==> src/rtl/ops_sort_pkg.sv <==
// ---------------------------------------------------------------------------
// ops_sort_pkg
// Shared definitions for the sort / unsort pair in the ops chain.
//   sort_state_e : control states used by the iterative unsort scatter
//   pos_width()  : width of an original-position tag. The sorter and
//                  unsort_scatter both derive their tag width from this, so
//                  the two always agree. The extra MSB lets a tag equal to or
//                  above the element count be represented and flagged.
//   idx_width()  : width of a counter that walks the element list
// ---------------------------------------------------------------------------
package ops_sort_pkg;

  typedef enum logic [1:0] {
    IDLE    = 2'd0,
    SCATTER = 2'd1,
    FINISH  = 2'd2
  } sort_state_e;

  function automatic int pos_width(input int n);
    return $clog2(n) + 1;
  endfunction

  // A single-element list still needs a 1-bit counter to keep slices legal.
  function automatic int idx_width(input int n);
    return (n > 1) ? $clog2(n) : 1;
  endfunction

endpackage

==> src/rtl/perm_tracker.sv <==
// ---------------------------------------------------------------------------
// perm_tracker
// Tracks which destination slots have already been claimed while a tag list
// is walked one element per cycle, and remembers whether any tag was bad.
// Ports:
//   clk, reset : rising-edge clock, synchronous active-high reset
//   clear      : empties the seen mask and the sticky error (new operation)
//   valid      : pos is a tag to be checked and, if accepted, recorded
//   pos        : candidate destination slot (original index)
//   accept     : combinational, pos is in range and not yet claimed
//   err        : sticky, some checked tag was out of range or a duplicate
// ---------------------------------------------------------------------------
module perm_tracker
  import ops_sort_pkg::*;
#(
  parameter int INPUTVALS = 16,
  parameter int POSW      = pos_width(INPUTVALS)
) (
  input  logic            clk,
  input  logic            reset,
  input  logic            clear,
  input  logic            valid,
  input  logic [POSW-1:0] pos,
  output logic            accept,
  output logic            err
);

  localparam int IDXW = idx_width(INPUTVALS);

  logic [INPUTVALS-1:0] seen_q, seen_d;
  logic                 err_q, err_d;
  logic                 in_range;
  logic [IDXW-1:0]      slot;

  // The range test uses the full tag width, so any tag >= INPUTVALS
  // (including every tag with the MSB set) is refused before the low bits
  // are ever used to look up the mask.
  always_comb begin
    in_range = (pos < POSW'(INPUTVALS));
    slot     = pos[IDXW-1:0];
    accept   = in_range && !seen_q[slot];
  end

  // Clear wins over a check in the same cycle; a refused tag only raises
  // the sticky flag and leaves the mask untouched.
  always_comb begin
    seen_d = seen_q;
    err_d  = err_q;
    if (clear) begin
      seen_d = '0;
      err_d  = 1'b0;
    end else if (valid) begin
      if (accept) begin
        seen_d[slot] = 1'b1;
      end else begin
        err_d = 1'b1;
      end
    end
  end

  always_ff @(posedge clk) begin
    if (reset) begin
      seen_q <= '0;
      err_q  <= 1'b0;
    end else begin
      seen_q <= seen_d;
      err_q  <= err_d;
    end
  end

  assign err = err_q;

endmodule

==> src/rtl/unsort_scatter.sv <==
// ---------------------------------------------------------------------------
// unsort_scatter
// Undoes the insertion sorter: each sorted value is written back to the
// original index carried in its position tag, restoring input order.
// One element is scattered per cycle; total latency is INPUTVALS+2 cycles
// from the accepted start to the done pulse.
// Ports:
//   clk, reset   : rising-edge clock, synchronous active-high reset
//   unsortstart  : start request, only honoured while idle
//   sorted_in    : values in sorted order (captured at start)
//   positions_in : original index of each sorted_in element (captured)
//   busy         : operation in progress, drops together with unsortdone
//   unsortdone   : one-cycle pulse, restored has just been updated
//   restored     : values in original order, held until the next done
//   perm_error   : pulses with unsortdone when the tags were not a
//                  permutation (out-of-range or duplicate entries)
//   error        : one-cycle pulse if the control state became illegal
// ---------------------------------------------------------------------------
module unsort_scatter
  import ops_sort_pkg::*;
#(
  parameter int INPUTVALS      = 16,
  parameter int INPUTBITWIDTHS = 32,
  parameter int POSW           = pos_width(INPUTVALS)
) (
  input  logic                                     clk,
  input  logic                                     reset,
  input  logic                                     unsortstart,
  input  logic [INPUTVALS-1:0][INPUTBITWIDTHS-1:0] sorted_in,
  input  logic [INPUTVALS-1:0][POSW-1:0]           positions_in,
  output logic                                     busy,
  output logic                                     unsortdone,
  output logic [INPUTVALS-1:0][INPUTBITWIDTHS-1:0] restored,
  output logic                                     perm_error,
  output logic                                     error
);

  localparam int IDXW = idx_width(INPUTVALS);

  sort_state_e state_q, state_d;

  logic [INPUTVALS-1:0][INPUTBITWIDTHS-1:0] val_q, val_d;
  logic [INPUTVALS-1:0][POSW-1:0]           pos_q, pos_d;
  logic [INPUTVALS-1:0][INPUTBITWIDTHS-1:0] working_q, working_d;
  logic [INPUTVALS-1:0][INPUTBITWIDTHS-1:0] restored_q, restored_d;
  logic [IDXW-1:0]                          idx_q, idx_d;

  logic busy_q, busy_d;
  logic done_q, done_d;
  logic perm_err_q, perm_err_d;
  logic error_q, error_d;

  logic                      trk_clear;
  logic                      trk_valid;
  logic                      trk_accept;
  logic                      trk_err;
  logic [POSW-1:0]           cur_pos;
  logic [INPUTBITWIDTHS-1:0] cur_val;

  // Element currently being scattered, taken from the captured copy so that
  // the upstream buses may change freely once the operation has started.
  always_comb begin
    cur_pos = pos_q[idx_q];
    cur_val = val_q[idx_q];
  end

  perm_tracker #(
    .INPUTVALS (INPUTVALS),
    .POSW      (POSW)
  ) u_perm_tracker (
    .clk    (clk),
    .reset  (reset),
    .clear  (trk_clear),
    .valid  (trk_valid),
    .pos    (cur_pos),
    .accept (trk_accept),
    .err    (trk_err)
  );

  // Next-state and datapath control. The done, perm_error and error pulses
  // default low so that each lasts exactly one cycle. An illegal state
  // wipes the working context as a reset would, but keeps the last good
  // restored result visible downstream.
  always_comb begin
    state_d    = state_q;
    val_d      = val_q;
    pos_d      = pos_q;
    working_d  = working_q;
    restored_d = restored_q;
    idx_d      = idx_q;
    busy_d     = busy_q;
    done_d     = 1'b0;
    perm_err_d = 1'b0;
    error_d    = 1'b0;
    trk_clear  = 1'b0;
    trk_valid  = 1'b0;

    case (state_q)
      IDLE: begin
        busy_d = 1'b0;
        if (unsortstart) begin
          val_d     = sorted_in;
          pos_d     = positions_in;
          working_d = '0;
          idx_d     = '0;
          trk_clear = 1'b1;
          busy_d    = 1'b1;
          state_d   = SCATTER;
        end
      end

      // Refused elements are simply dropped; their target slot keeps the
      // zero written at start, and the tracker remembers the fault.
      SCATTER: begin
        trk_valid = 1'b1;
        if (trk_accept) begin
          working_d[cur_pos[IDXW-1:0]] = cur_val;
        end
        if (idx_q == IDXW'(INPUTVALS - 1)) begin
          state_d = FINISH;
        end else begin
          idx_d = idx_q + IDXW'(1);
        end
      end

      // The FSM is already idle while done is high, so a new start can be
      // accepted in that same cycle.
      FINISH: begin
        restored_d = working_q;
        done_d     = 1'b1;
        perm_err_d = trk_err;
        busy_d     = 1'b0;
        state_d    = IDLE;
      end

      default: begin
        error_d   = 1'b1;
        val_d     = '0;
        pos_d     = '0;
        working_d = '0;
        idx_d     = '0;
        trk_clear = 1'b1;
        busy_d    = 1'b0;
        state_d   = IDLE;
      end
    endcase
  end

  // All state, including the visible result, clears on reset; a reset
  // during an operation therefore aborts it with no done pulse.
  always_ff @(posedge clk) begin
    if (reset) begin
      state_q    <= IDLE;
      val_q      <= '0;
      pos_q      <= '0;
      working_q  <= '0;
      restored_q <= '0;
      idx_q      <= '0;
      busy_q     <= 1'b0;
      done_q     <= 1'b0;
      perm_err_q <= 1'b0;
      error_q    <= 1'b0;
    end else begin
      state_q    <= state_d;
      val_q      <= val_d;
      pos_q      <= pos_d;
      working_q  <= working_d;
      restored_q <= restored_d;
      idx_q      <= idx_d;
      busy_q     <= busy_d;
      done_q     <= done_d;
      perm_err_q <= perm_err_d;
      error_q    <= error_d;
    end
  end

  assign busy       = busy_q;
  assign unsortdone = done_q;
  assign restored   = restored_q;
  assign perm_error = perm_err_q;
  assign error      = error_q;

endmodule

==> config.mk <==
export PLATFORM = sky130hd
export DESIGN_NAME = unsort_scatter
export DESIGN_NICKNAME = d
export VERILOG_FILES = /design/src/rtl/ops_sort_pkg.sv /design/src/rtl/perm_tracker.sv /design/src/rtl/unsort_scatter.sv
export SDC_FILE = /design/constraint.sdc
export NUM_CORES = 2
export LEC_CHECK = 0
export CAP_MARGIN = 0
export CORE_AREA = 2 2 434 436
export CTS_BUF_LIST = sky130_fd_sc_hd__clkbuf_2
export DETAILED_ROUTE_END_ITERATION = 16
export DIE_AREA = 0 0 436 438
export HOLD_SLACK_MARGIN = 0.15
export PLACE_DENSITY_LB_ADDON = 0.1
export SYNTH_ARGS = -nofsm -noshare
export SYNTH_HDL_FRONTEND = slang
export SYNTH_HIERARCHICAL = 1
export SYNTH_SLANG_ARGS = --single-unit
==> constraint.sdc <==
create_clock -name clk -period 5.05 [get_ports clk]
set_clock_uncertainty 0.2 [all_clocks]
set_input_delay 1.515 -clock clk [delete_from_list [all_inputs] [get_ports clk]]
set_output_delay 1.515 -clock clk [all_outputs]
set_load 0.1 [all_outputs]
-- Yosys cells after proc, flatten, opt, wreduce, memory -nomap -nowiden
Index checks and enable logic that the tools add are counted.
- add/sub/neg operators: 1
- $lt $le $gt $ge: 4
- eq/ne operators: 7
- mux-type cells: 30
- bitwise gates (word level): 4
- reductions and logical operators: 14
- operator list (operator ; count):
    $mux W512 ; 3
    $pmux W512 S3 ; 1
    $pmux W512 S2 ; 1
    $bwmux W512 ; 1
    $pmux W80 S2 ; 1
    $bmux W32 S4 ; 1
    $demux W32 S4 ; 1
    $mux W80 ; 1
    $mux W32 ; 2
    $bmux W5 S4 ; 1
    $or A16 B16 Y16 ; 1
    $pmux W4 S3 ; 1
    $lt A4 B5 Y1 const B ; 2
    $mux W4 ; 2
    $ne A2 B2 Y1 const B ; 4
    $reduce_and A2 Y1 ; 4
    $mux W1 ; 6
    $reduce_and A3 Y1 ; 2
    $reduce_or A2 Y1 ; 3
    $lt A5 B5 Y1 const B ; 1
    $mux W5 ; 1
    $add A4 B1 Y4 const B ; 1
    $bmux W1 S4 ; 1
    $demux W1 S4 ; 1
    12 further kinds ; 17
- bits in registers: 1643
- input port bits: 595
- word-level logic and storage cells: 132

-- Logic depth before layout (Yosys ltp)
- depth after elaboration: 9
- gate-level depth with buffers: 21

-- Modules after synthesis
The synthesis kept the hierarchy.
- modules (own cells, without submodules) (module ; times used ; cells an instance ; area an instance (um2) ; seq. area each (um2)):
    unsort_scatter ; 1 ; 6980 ; 69011.2 ; 32551.2
    perm_tracker ; 1 ; 95 ; 844.6 ; 340.3

-- Worst setup path before layout
No wires, ideal clock.
- path kind: register to register
- from: reg idx_q[0]
- to: reg working_q[108] (netlist name)
- library setup time: 0.073 ns
- arrival time: 4.192 ns
- required time: 4.777 ns
- slack: 0.585 ns
- cell stages (with the launch flop): 21
- buffers on the path: 8
- clock period less this slack: 4.465 ns
- cells stage by stage: dfxtp_1 > buf_6 > buf_12 > mux4_2 > nand3_1 > and4_1 > buf_2 > inv_2 > buf_2 > clkbuf_1 > buf_6 > mux2_4 > a221oi_4 > nand2_4 > nor2_1 > nand2_1 > nor3_2 > buf_2 > nand2_2 > buf_8 > o211ai_2
- RTL lines (what ; line ; text):
    start: declaration ; unsort_scatter.sv:46 ; logic [IDXW-1:0] idx_q, idx_d;
    start signal: assignment ; unsort_scatter.sv:169 ; idx_q <= idx_d;
    $bmux W5 S4 (*) ; unsort_scatter.sv:63 ; cur_pos = pos_q[idx_q];
    $mux W5 (not written as such) (*) ; unsort_scatter.sv:63 ;
    net cur_pos[0] ; unsort_scatter.sv:57 ; logic [POSW-1:0] cur_pos;
    $bmux W1 S4 ; perm_tracker.sv:41 ; accept = in_range && !seen_q[slot];
    $mux W1 (not written as such) ; perm_tracker.sv:41 ;
    $logic_not A1 Y1 ; perm_tracker.sv:41 ;
    $logic_and A1 B1 Y1 (*) ; perm_tracker.sv:41 ;
    net trk_accept ; unsort_scatter.sv:55 ; logic trk_accept;
    $ne A2 B2 Y1 (no line) (*) ; n/a ;
    $reduce_and A3 Y1 (no line) (*) ; n/a ;
    end signal: assignment ; unsort_scatter.sv:167 ; working_q <= working_d;
    end: declaration ; unsort_scatter.sv:44 ; logic [INPUTVALS-1:0][INPUTBITWIDTHS-1:0] working_q, working_d;
Mark *: on every way through the listed nets, which the timed path passes. The rest lies on a longest branch. The select of a mux whose other input is x is not followed.
A chain may end at the register's enable or synchronous reset.

-- Worst setup path after layout
- from: reg restored_q, in the netlist restored[427]
- to: out restored[427] (netlist name)
- RTL lines (what ; line ; text):
    start: declaration ; unsort_scatter.sv:45 ; logic [INPUTVALS-1:0][INPUTBITWIDTHS-1:0] restored_q, restored_d;
    start signal: assignment ; unsort_scatter.sv:168 ; restored_q <= restored_d;
    end: declaration ; unsort_scatter.sv:33 ; output logic [INPUTVALS-1:0][INPUTBITWIDTHS-1:0] restored,
No word-level cell between the ends.

==> results.py <==
metrics = {
    "yosys": {
        "ys_seq_elements": 1643,
        "synth_common_cells": "dfxtp_1, nor2_1, nand2_1",
        "synthTopCellsByArea": "dfxtp_1, mux2i_1, a41o_1",
        "synth_edf_count": 0,
        "synth.most_common_cell": "dfxtp_1",
        "avgSynthCellArea_um2": 9.87,
        "synth_warnings": 6,
        "ys_types": 50,
        "ys_seq_area_frac": 0.471,
        "async_reset_ff_frac": 0,
        "syn-num-nets": 7676,
        "syn_inst": 7075,
        "syn_area_mm2": 0.0699,
        "synth_top_area_share": 0.471,
        "synth_flop_cell": "dfxtp_1",
        "synth_largest_area_cell": "dfxtp_1",
    },
    "cts": {
        "clock_latency_ns": 1.97,
        "cts_made_buffers": 459,
        "h-tree-depth": 5,
        "cts.repair_timing.setup_buffer_count": 0,
        "clk_pin_slew_ns": 0.10,
        "cts_buffer_depth": 4,
        "clock-sinks": 1643,
        "clock-root-buffer": "clkbuf_2",
        "cts_tree": "done",
    },
    "finish": {
        "layout.nets": 9209,
        "fillCellCount": 17533,
        "area_growth_pct": 33.3,
        "post_layout_nonfiller_instances": 11502,
        "drive_above_1_share": 0.208,
    },
    "power_and_ir_drop": {
        "p_total_mw": 27.9,
        "ir_worst_vdd_v": 0.000209,
        "power_density_mw_per_mm2": 300,
        "power.leakage_nw": 33.4,
    },
    "routing": {
        "drt_iter0_markers": 5650,
        "dr.pass1.iters": 7,
        "wl_um": 311000,
        "drc": 0,
        "via_per_inst": 5.65,
        "ant_nets": 0,
        "vias": 65012,
        "post_drt_wl_per_cell_um": 27.1,
    },
    "min_path": {
        "hold_depth": 2,
        "holdCritPathClass": "reg -> reg",
        "whs_endpoint": "restored[380]$_SDFFE_PP0P_",
        "hold_path.startpoint": "working_q[380]$_SDFFE_PP0P_",
    },
    "critical_path": {
        "cp.arrival_ns": 3.07,
        "rrSetupSlack_ns": 0.49,
        "critPathMaxStageDelay_ns": 0.87,
        "cpMaxStageDelayCell": "dlygate4sd2_1",
        "r2r_end": "working_q[290]$_SDFFE_PP0P_",
        "crit_family": "buffers and inverters",
        "critPathBufInv": 1,
        "cp.required_ns": 3.34,
        "r2r_start": "idx_q[0]$_SDFFE_PP0P_",
        "start_kind": "register",
        "crit_chain": "dlygate4sd2_1",
        "cp-startpoint": "restored[427]$_SDFFE_PP0P_",
        "path_class": "reg -> out",
        "reg2reg_depth": 14,
        "crit_path_end_kind": "output port",
        "cp_max_fo": 2,
    },
    "place": {
        "dp_cells": 10046,
        "dp_slack_ns": 0.565,
        "port_buffers": 1110,
        "place_hpwl_um": 207000,
        "gp_congestion": 0.867,
    },
    "sta": {
        "hold_viol_final": 0,
        "tightest_slew_ns": 1.29,
        "setup_viol": 0,
        "rsz0062_at_grt": "no",
        "post-route-period-util": 0.947,
        "final.setup.worst_slack_ns": 0.268,
        "slew-limit-headroom": 0.141,
        "drv_slew": 0,
        "fmax_ghz": 0.209,
        "fin_tns_setup_ns": 0,
        "finalWorstPathRequiredPeriod_ns": 4.78,
    },
    "floorplan": {
        "dieArea_mm2": 0.191,
        "placementRows": 159,
        "core_region_area_mm2": 0.187,
        "start_util": 0.374,
        "die_w_um": 436,
        "ioPinCount": 1111,
        "die_h_um": 438,
    },
    "global_route": {
        "grt_pass1_wl_um": 444000,
        "overflow": 0,
        "grt_max_degree": 194,
        "track_usage": 0.311,
        "antenna_found_initial": 91,
        "grt_pass1_vias": 62729,
    },
    "job": {
        "max-cap-violations": 0,
    },
    "status": {
        "run_status": "completed",
    },
}
worst max path at each step:
stage | to | slack (ns) | depth (start not counted)
after floorplan | working_q[108]$_SDFFE_PP0P_ | 0.58 | 20
after global placement | working_q[226]$_SDFFE_PP0P_ | 0.61 | 14
after detailed placement | working_q[130]$_SDFFE_PP0P_ | 0.56 | 14
after CTS | restored[388] | 0.002 | 1
after global routing | restored[384] | 0.08 | 1
final | restored[427] | 0.27 | 1
registers in the layout, summed over array words and instances (netlist names):
signal / count
busy: 1
error: 1
idx_q: 4
perm_error: 1
pos_q: 80
restored: 512
state_q: 2
u_perm_tracker/err: 1
u_perm_tracker/seen_q: 16
unsortdone: 1
val_q: 512
working_q: 512
power breakdown:
| part | leakage [nW] | internal (mW) | total, mW | switching, mW |
|---|---|---|---|---|
| Combinational | 17.0 | 1.72 | 4.54 | 2.82 |
| Sequential | 13.3 | 13.4 | 13.7 | 0.300 |
| Clock | 3.11 | 3.83 | 9.68 | 5.85 |
per-stage QoR:
| step | hold slack, ns | utilization | area, µm² |
|---|---|---|---|
| final | 0.241 | 0.499 | 93100 |
| after global routing | 0.262 | 0.499 | 93100 |
| after CTS | 0.175 | 0.498 | 92900 |
| after detailed placement | 0.241 | 0.442 | 82500 |
| after global placement | 0.237 | 0.442 | 82500 |
| after floorplan | 0.217 | - | 69900 |
layer usage:
metal  wire length [µm]  GRT usage  share of wire
met1             118000      0.358           0.38
met2             151000      0.523           0.49
met4              23300      0.214          0.075
met3              19100     0.0607          0.061
met5                191          0        0.00061
layout make-up:
class	instances	area, µm²	area share
Multi-Input combinational cell	4626	33300	0.358
Timing Repair Buffer	1867	19500	0.210
Clock inverter	71	382	0.00410
Clock buffer	705	3530	0.0379
Inverter	11	71.3	0.000766
Tap cell	2495	3120	0.0335
Antenna cell	84	210	0.00226
Sequential cell	1643	32900	0.353
cells by family after synthesis:
logic type,Yosys count,share of synthesized area
mux,699,0.133
flops,1643,0.471
compound gates,1648,0.214
simple gates,2271,0.127
xor+xnor,2,0.000251
buf+inv,806,0.0527
fa+ha+maj,6,0.00107
placed cells by master, fill, tap and decap left out, drive strengths merged, types with 7 or more instances in the layout:
cell,Yosys,final
a41o,512,512
clkinv,0,63
mux2i,513,513
nor2,1123,1123
o21ai,16,16
buf,253,187
nand4,19,19
clkbuf,542,705
clkdlybuf4s15,0,454
nand2,1091,1091
nand3,7,7
diode,0,84
dlygate4sd2,0,37
o211ai,512,512
mux4,184,184
clkdlybuf4s50,0,593
inv,11,14
dfxtp,1643,1643
dlygate4sd3,0,595
a22oi,593,593
timing repair:
action | CTS | global route
hold endpoints to repair | 1050 | 0
endpoints found under the setup margin | 494 | 0
hold buffers | 596 | 0
resized for setup | 1383 | 0
(Power assumes the default switching activity.)
